$ cat src/rtl/mips_multicycle_ctrl.sv
// Multi-cycle MIPS-lite control FSM with memory handshake,
// extended branch/link ops and N/V status capture.
module mips_multicycle_ctrl #(
  parameter bit ENABLE_EXT    = 1'b1,
  parameter bit USE_MEM_READY = 1'b1
) (
  input  logic       clk,
  input  logic       reset,
  input  logic [5:0] opcode,
  input  logic [5:0] funct,
  input  logic       zero,
  input  logic       alu_neg,
  input  logic       status_n,
  input  logic       status_v,
  input  logic       mem_ready,
  output logic       pc_write,
  output logic [1:0] pc_src,
  output logic       ir_write,
  output logic       i_or_d,
  output logic       mem_read,
  output logic       mem_write,
  output logic       reg_write,
  output logic [1:0] reg_dst,
  output logic [1:0] mem_to_reg,
  output logic       alu_src_a,
  output logic [2:0] alu_src_b,
  output logic [1:0] alu_op,
  output logic       status_write,
  output logic       instr_done,
  output logic       illegal,
  output logic [3:0] state
);

  typedef enum logic [3:0] {
    S_FETCH     = 4'd0,
    S_DECODE    = 4'd1,
    S_MEM_ADDR  = 4'd2,
    S_MEM_READ  = 4'd3,
    S_MEM_WB    = 4'd4,
    S_MEM_WRITE = 4'd5,
    S_R_EXEC    = 4'd6,
    S_R_WB      = 4'd7,
    S_I_EXEC    = 4'd8,
    S_I_WB      = 4'd9,
    S_BRANCH    = 4'd10,
    S_BLEZAL    = 4'd11,
    S_BRV       = 4'd12,
    S_JMXOR     = 4'd13,
    S_JLINK     = 4'd14,
    S_ILLEGAL   = 4'd15
  } state_t;

  localparam logic [1:0] OP_ADD   = 2'b00;
  localparam logic [1:0] OP_SUB   = 2'b01;
  localparam logic [1:0] OP_FUNCT = 2'b10;
  localparam logic [1:0] OP_NOR   = 2'b11;

  state_t state_q, state_d;
  logic   illegal_q;
  logic   rdy;

  logic is_r, is_lw, is_sw, is_beq;
  logic is_nori, is_baln, is_blezal, is_jalpc;
  logic is_jmxor, is_brv, is_r_plain, is_jlink;

  assign rdy = USE_MEM_READY ? mem_ready : 1'b1;

  assign is_r       = opcode == 6'h00;
  assign is_lw      = opcode == 6'h23;
  assign is_sw      = opcode == 6'h2B;
  assign is_beq     = opcode == 6'h04;
  assign is_nori    = ENABLE_EXT && opcode == 6'h0E;
  assign is_baln    = ENABLE_EXT && opcode == 6'h1B;
  assign is_blezal  = ENABLE_EXT && opcode == 6'h1C;
  assign is_jalpc   = ENABLE_EXT && opcode == 6'h1E;
  assign is_jmxor   = ENABLE_EXT && is_r && funct == 6'h13;
  assign is_brv     = ENABLE_EXT && is_r && funct == 6'h14;
  assign is_r_plain = is_r && funct != 6'h13 && funct != 6'h14;
  assign is_jlink   = is_baln || is_jalpc;

  always_ff @(posedge clk) begin
    if (reset) begin
      state_q   <= S_FETCH;
      illegal_q <= 1'b0;
    end else begin
      state_q <= state_d;
      if (state_q == S_ILLEGAL)
        illegal_q <= 1'b1;
    end
  end

  always_comb begin
    state_d      = state_q;
    pc_write     = 1'b0;
    pc_src       = 2'd0;
    ir_write     = 1'b0;
    i_or_d       = 1'b0;
    mem_read     = 1'b0;
    mem_write    = 1'b0;
    reg_write    = 1'b0;
    reg_dst      = 2'd0;
    mem_to_reg   = 2'd0;
    alu_src_a    = 1'b0;
    alu_src_b    = 3'd0;
    alu_op       = OP_ADD;
    status_write = 1'b0;
    instr_done   = 1'b0;
    unique case (state_q)
      S_FETCH: begin
        mem_read  = 1'b1;
        alu_src_b = 3'd1;
        if (rdy) begin
          ir_write = 1'b1;
          pc_write = 1'b1;
          state_d  = S_DECODE;
        end
      end
      S_DECODE: begin
        alu_src_b = 3'd3;
        unique case (1'b1)
          is_lw || is_sw: state_d = S_MEM_ADDR;
          is_r_plain:     state_d = S_R_EXEC;
          is_beq:         state_d = S_BRANCH;
          is_nori:        state_d = S_I_EXEC;
          is_blezal:      state_d = S_BLEZAL;
          is_brv:         state_d = S_BRV;
          is_jmxor:       state_d = S_JMXOR;
          is_jlink:       state_d = S_JLINK;
          default:        state_d = S_ILLEGAL;
        endcase
      end
      S_MEM_ADDR: begin
        alu_src_a = 1'b1;
        alu_src_b = 3'd2;
        state_d   = is_lw ? S_MEM_READ : S_MEM_WRITE;
      end
      S_MEM_READ: begin
        mem_read = 1'b1;
        i_or_d   = 1'b1;
        if (rdy)
          state_d = S_MEM_WB;
      end
      S_MEM_WB: begin
        reg_write  = 1'b1;
        mem_to_reg = 2'd1;
        instr_done = 1'b1;
        state_d    = S_FETCH;
      end
      S_MEM_WRITE: begin
        mem_write = 1'b1;
        i_or_d    = 1'b1;
        if (rdy) begin
          instr_done = 1'b1;
          state_d    = S_FETCH;
        end
      end
      S_R_EXEC: begin
        alu_src_a    = 1'b1;
        alu_op       = OP_FUNCT;
        status_write = 1'b1;
        state_d      = S_R_WB;
      end
      S_R_WB: begin
        reg_write  = 1'b1;
        reg_dst    = 2'd1;
        instr_done = 1'b1;
        state_d    = S_FETCH;
      end
      S_I_EXEC: begin
        alu_src_a    = 1'b1;
        alu_src_b    = 3'd4;
        alu_op       = OP_NOR;
        status_write = 1'b1;
        state_d      = S_I_WB;
      end
      S_I_WB: begin
        reg_write  = 1'b1;
        instr_done = 1'b1;
        state_d    = S_FETCH;
      end
      S_BRANCH: begin
        alu_src_a  = 1'b1;
        alu_op     = OP_SUB;
        pc_src     = 2'd1;
        pc_write   = zero;
        instr_done = 1'b1;
        state_d    = S_FETCH;
      end
      S_BLEZAL: begin
        alu_src_a = 1'b1;
        alu_src_b = 3'd5;
        alu_op    = OP_SUB;
        if (zero || alu_neg) begin
          pc_src     = 2'd1;
          pc_write   = 1'b1;
          reg_write  = 1'b1;
          reg_dst    = 2'd3;
          mem_to_reg = 2'd2;
        end
        instr_done = 1'b1;
        state_d    = S_FETCH;
      end
      S_BRV: begin
        alu_src_a  = 1'b1;
        alu_src_b  = 3'd5;
        pc_write   = status_v;
        instr_done = 1'b1;
        state_d    = S_FETCH;
      end
      S_JMXOR: begin
        alu_src_a  = 1'b1;
        alu_op     = OP_FUNCT;
        pc_write   = 1'b1;
        reg_write  = 1'b1;
        reg_dst    = 2'd2;
        mem_to_reg = 2'd2;
        instr_done = 1'b1;
        state_d    = S_FETCH;
      end
      S_JLINK: begin
        reg_dst    = 2'd2;
        mem_to_reg = 2'd2;
        // Link writes $31 with the PC register, which already holds PC+4
        if (is_baln) begin
          pc_src    = 2'd2;
          pc_write  = status_n;
          reg_write = status_n;
        end else begin
          pc_src    = 2'd1;
          pc_write  = 1'b1;
          reg_write = 1'b1;
        end
        instr_done = 1'b1;
        state_d    = S_FETCH;
      end
      S_ILLEGAL: state_d = S_ILLEGAL;
      default:   state_d = S_FETCH;
    endcase
    if (reset) begin
      pc_write     = 1'b0;
      ir_write     = 1'b0;
      mem_read     = 1'b0;
      mem_write    = 1'b0;
      reg_write    = 1'b0;
      status_write = 1'b0;
      instr_done   = 1'b0;
    end
  end

  assign illegal = illegal_q;
  assign state   = state_q;

endmodule

$ cat config.mk
export PLATFORM = sky130hd
export DESIGN_NAME = mips_multicycle_ctrl
export DESIGN_NICKNAME = d
export VERILOG_FILES = /design/src/rtl/mips_multicycle_ctrl.sv
export SDC_FILE = /design/constraint.sdc
export NUM_CORES = 1
export LEC_CHECK = 0
export ABC_AREA = 0
export CAP_MARGIN = 5
export CORE_MARGIN = 1
export CORE_UTILIZATION = 25
export DETAILED_ROUTE_END_ITERATION = 8
export SLEW_MARGIN = 0
export SYNTH_ARGS = -nofsm -noshare
export SYNTH_HDL_FRONTEND = slang
export SYNTH_SLANG_ARGS = --single-unit
$ cat constraint.sdc
create_clock -name clk -period 1.3 [get_ports clk]
set_input_delay 0.13 -clock clk [delete_from_list [all_inputs] [get_ports clk]]
set_output_delay 0.13 -clock clk [all_outputs]
set_load 0.005 [all_outputs]
### Word level (Yosys, flattened, before mapping)

Index checks and enable logic that the tools add are counted.

| operators by class | value |
|---|---|
| equality and inequality tests | 29 |
| mux-type cells | 34 |
| reductions and logical operators | 20 |

Operators with widths:

| operator | number |
|---|---|
| $pmux 4 s9 | 1 |
| $eq 4x4->1 const B | 8 |
| $pmux 4 s8 | 1 |
| $eq 6x5->1 const B | 5 |
| $pmux 2 s3 | 4 |
| $mux 1 | 17 |
| $eq 4x3->1 const B | 4 |
| $pmux 3 s5 | 1 |
| $reduce_or 2->1 | 7 |
| $eq 6x6->1 const B | 2 |
| $mux 4 | 3 |
| $ne 6x5->1 const B | 2 |
| $eq 4x2->1 const B | 2 |
| $reduce_or 8->1 | 1 |
| $reduce_or 7->1 | 1 |
| $eq 6x3->1 const B | 1 |
| $eq 6x4->1 const B | 1 |
| $logic_not 6->1 | 1 |
| $mux 2 | 3 |
| $ne 2x2->1 const B | 3 |
| $pmux 1 s6 | 1 |
| $eq 4x1->1 const B | 1 |
| $logic_and 1x1->1 | 4 |
| $logic_not 4->1 | 1 |
| 6 further kinds | 8 |

| word-level totals | value |
|---|---|
| register bits | 5 |
| input port bits | 19 |
| output and inout bits | 25 |

### Longest topological paths before layout

| depth | value |
|---|---|
| word-level depth | 5 |
| depth in mapped cells | 6 |

### Least setup slack after synthesis

No wires, ideal clock.

| timing | value |
|---|---|
| kind | register -> output |
| start point | register state_q[3], in the netlist state[3] |
| end point | output instr_done |
| data arrival time | 1232 ps |
| setup slack | -62 ps |
| cell stages (with the launch flop) | 6 |
| path through | dfxtp_1 > buf_2 > buf_6 > nand2_1 > o22ai_1 > a2111oi_1 |

| on the way | value |
|---|---|
| cells in the longest elaborated chain, start to end | 4 |

Ends and longest elaborated chain:

| item | line | text |
|---|---|---|
| from (decl) | 58 | `state_t state_q, state_d;` |
| from (signal assigned) | 86 | `state_q <= state_d;` |
| $eq 4x4->1 / $eq 4x3->1 (equally long branches) | 108 | `unique case (state_q)` |
| $reduce_or 8->1 (no line) | - |  |
| $pmux 1 s2 * | 108 |  |
| $mux 1 * | 239 | `if (reset) begin` |
| to (decl) | 29 | `output logic instr_done,` |

Mark *: on every way between the ends. The rest lies on a longest branch, timed or not.

### Worst setup path after layout

| timing | value |
|---|---|
| start point | register state_q[0], in the netlist state[0] |
| end point | output pc_write |

| on the way | value |
|---|---|
| cells in the longest elaborated chain, start to end | 3 |

Ends and longest elaborated chain:

| item | line | text |
|---|---|---|
| $eq 4x4->1 / $logic_not 4->1 (equally long branches) | 108 |  |
| $pmux 1 s6 * | 108 |  |
| $mux 1 * | 239 |  |
| to (decl) | 16 | `output logic pc_write,` |

Marks and branches as above.

==> results.md <==
* Outcome: finished with violations
* Failing checks: setup timing
* Initial core utilization at 0.264
* Routed WL at 4540 um
* Slowest stage delay, CP at 0.35 ns
* Initial antenna violation count at 0
* Final worst slack at -0.313 ns
* Total global routing overflow at 0
* HP Class: reg2reg
* Setup CP Type: reg2out
* Hold slack at 0.466 ns
* Num CTS Buffers at 3
* Yosys warnings at 0
* Synth-to-layout area growth at 120%
* Worst Path Max Fanout at 5
* WL per Instance at 14.4 um
* Fmax at 0.620 GHz
* DR DRC count at 0
* Top cell type's share of synthesized area at 0.0935
* Total die area at 4550 um^2
* Clock buffer depth at 2
* Pwr dens at 1960 nW/um^2
* Max Clock Skew at 0.00588 ns
* Post-route ant nets at 0
* RSZ-0062 raised after global routing: true
* Leak at 1.12 nW
* Hold buffers post-CTS at 0
* Num ports at 44
* ANT cells at 0
* Root Driver: clkbuf_8
* Worst Tran Pin Value at 0.354 ns
* Slowest cell on crit path: dfxtp_4
* FF+latch count, synth at 5
* Syn Std Cell Area at 1070 um^2
* Later-pin clock latency in the skew report at 0.22 ns
* Post-synth EDFFs at 0
* CP startpoint kind: flop
* Period utilization at 1.24
* Slew HR at 0.763
* Detailed Routing Iterations Pass 1 at 4
* Row cnt at 23
* Post-layout util at 0.580
* Vias in the first global route at 1,582
* Largest net degree at the start of global routing at 13
* MaxCap Viol Count at 0
* Peak VDD IR at 562 uV
* Area of the core at 4060 um^2
* CP endpoint kind: output port
* Initial drt markers at 45
* Post-Syn Instances at 157
* Final setup vio count at 23
* Commonest cells in the netlist: 16 x nor2_1, 11 x o21ai_0, 10 x buf_2, 8 x a21oi_1
* Slew Limit Fails at 0
* Ys async rst share at 0
* TritonCTS clock tree: yes
* GRT Util Overall at 0.203
* Mean Syn Cell Area at 6.82 um^2
* Sequential-to-total area share from yosys stat at 0.0935
* Post-layout nets at 286
* Largest cells by area after synthesis: dfxtp_1 9.3%, nor2_1 5.6%, o21ai_0 5.1%, buf_2 4.7%, a21oi_1 3.7%
* Hold Fails Final Rpt at 0
* Yosys top cell by area: dfxtp_1
* Width of the die at 67.5 um
* Minimum clock period at 1.61 ns
* Via Count at 1,638
* Most frequent CP cell: buf_6
* Cell chain of the critical path: buf_6 > nand2b_4 > nor2_4 > buf_6 > a22oi_2 > buf_4 > a31oi_1 > buf_2
* Die Y at 67.5 um
* Clk sinks at 5
* Setup Total Neg Slack at -4.72 ns
* Crit path DAT at 1.48 ns
* Unique masters post-synth at 54
* CP required at 1.17 ns
* Final Wtd Congestion at 0.838
* Ys flop type: dfxtp_1
* Clock transition at path regs at 0.04 ns
* Top-count cell post-synth: nor2_1
* Layout cells sized above 1 at 0.575
* First-pass GRT wire length at 7170 um
* Htree depth at 1
* Input/output buffers at 43
* Vias per cell at 5.18
* Hpwl dp at 2890 um
* Net Count, Synth at 176
-- final cells by class --
class | count | area, um^2
multi-input combinational | 131 | 1090
clock inverter | 1 | 5.00
inverter | 4 | 15.0
clock buffer | 3 | 41.3
timing repair buffer | 122 | 1020
fill | 368 | 1700
tap | 50 | 62.6
sequential | 5 | 115
-- registers in the layout, indices dropped and copies added, names as in the netlist --
signal / flops
illegal: 1
state: 4
-- metal layers --
metal  wire (um)  GRT usage
met5           0          0
met4          68     0.0452
met3         175     0.0236
met2        2360      0.380
met1        1940      0.244
-- repair_timing --
action	4_1_cts	5_1_grt
resized for setup	162	17
hold endpoints to repair	0	0
setup endpoints to repair	28	24
buffers inserted	25	6
pin swaps	32	19
-- critical path: cells and delay by family (launching register included) --
| family | cells | cell delay (ns) |
|---|---|---|
| buf+inv | 4 | 0.51 |
| simple gates | 2 | 0.19 |
| flops | 1 | 0.35 |
| compound gates | 2 | 0.20 |
-- worst paths after layout --
kind	startpoint	end	slack (ns)	cells after the start
max reg2reg	state[0]	state[0]	-0.28	7
max	state[0]	pc_write	-0.31	8
min	illegal	illegal	0.47	2
min reg2reg	illegal	illegal	0.47	2
-- cells in the final DEF (no fill, tap or decap), drive strengths merged, types with 5 or more instances in the layout --
cell type / netlist / layout
buf: 14 / 99
nor2: 16 / 16
o21ai: 13 / 13
clkdlybuf4s50: 0 / 11
dlygate4sd2: 0 / 10
a21oi: 8 / 8
and3: 6 / 6
a31oi: 6 / 6
nor2b: 6 / 6
nor3: 6 / 6
nand2b: 6 / 6
dfxtp: 5 / 5
-- power by group --
| group | leakage [nW] | switching (mW) | total, mW | internal (mW) |
|---|---|---|---|---|
| logic | 1.05 | 1.71 | 3.95 | 2.24 |
| registers | 0.0437 | 0.120 | 0.367 | 0.247 |
| clock network | 0.0255 | 0.0821 | 0.288 | 0.206 |
-- through the flow --
step | std cells | power, mW | area (um^2) | setup WS [ns]
global route | 316 | 4.90 | 2350 | -0.385
detailed placement | 282 | 2.97 | 1850 | -0.772
CTS | 311 | 4.20 | 2240 | -0.292
finish | 316 | 4.61 | 2350 | -0.313
floorplan | 157 | 1.59 | 1080 | 0.0240
global placement | 282 | 2.94 | 1850 | -0.745
-- logic make-up (layout without fill, tap and decap cells) --
| logic type | Yosys count | after routing | synth area share |
|---|---|---|---|
| AND/OR/NAND/NOR | 74 | 74 | 0.428 |
| XOR/XNOR | 3 | 3 | 0.0245 |
| flip-flops | 5 | 5 | 0.0935 |
| adder cells (fa/ha/maj) | 1 | 1 | 0.00935 |
| buffers and inverters | 21 | 130 | 0.106 |
| AO/OA/AOI/OAI | 53 | 53 | 0.339 |
Note: power is estimated with default switching activity, not from simulation.
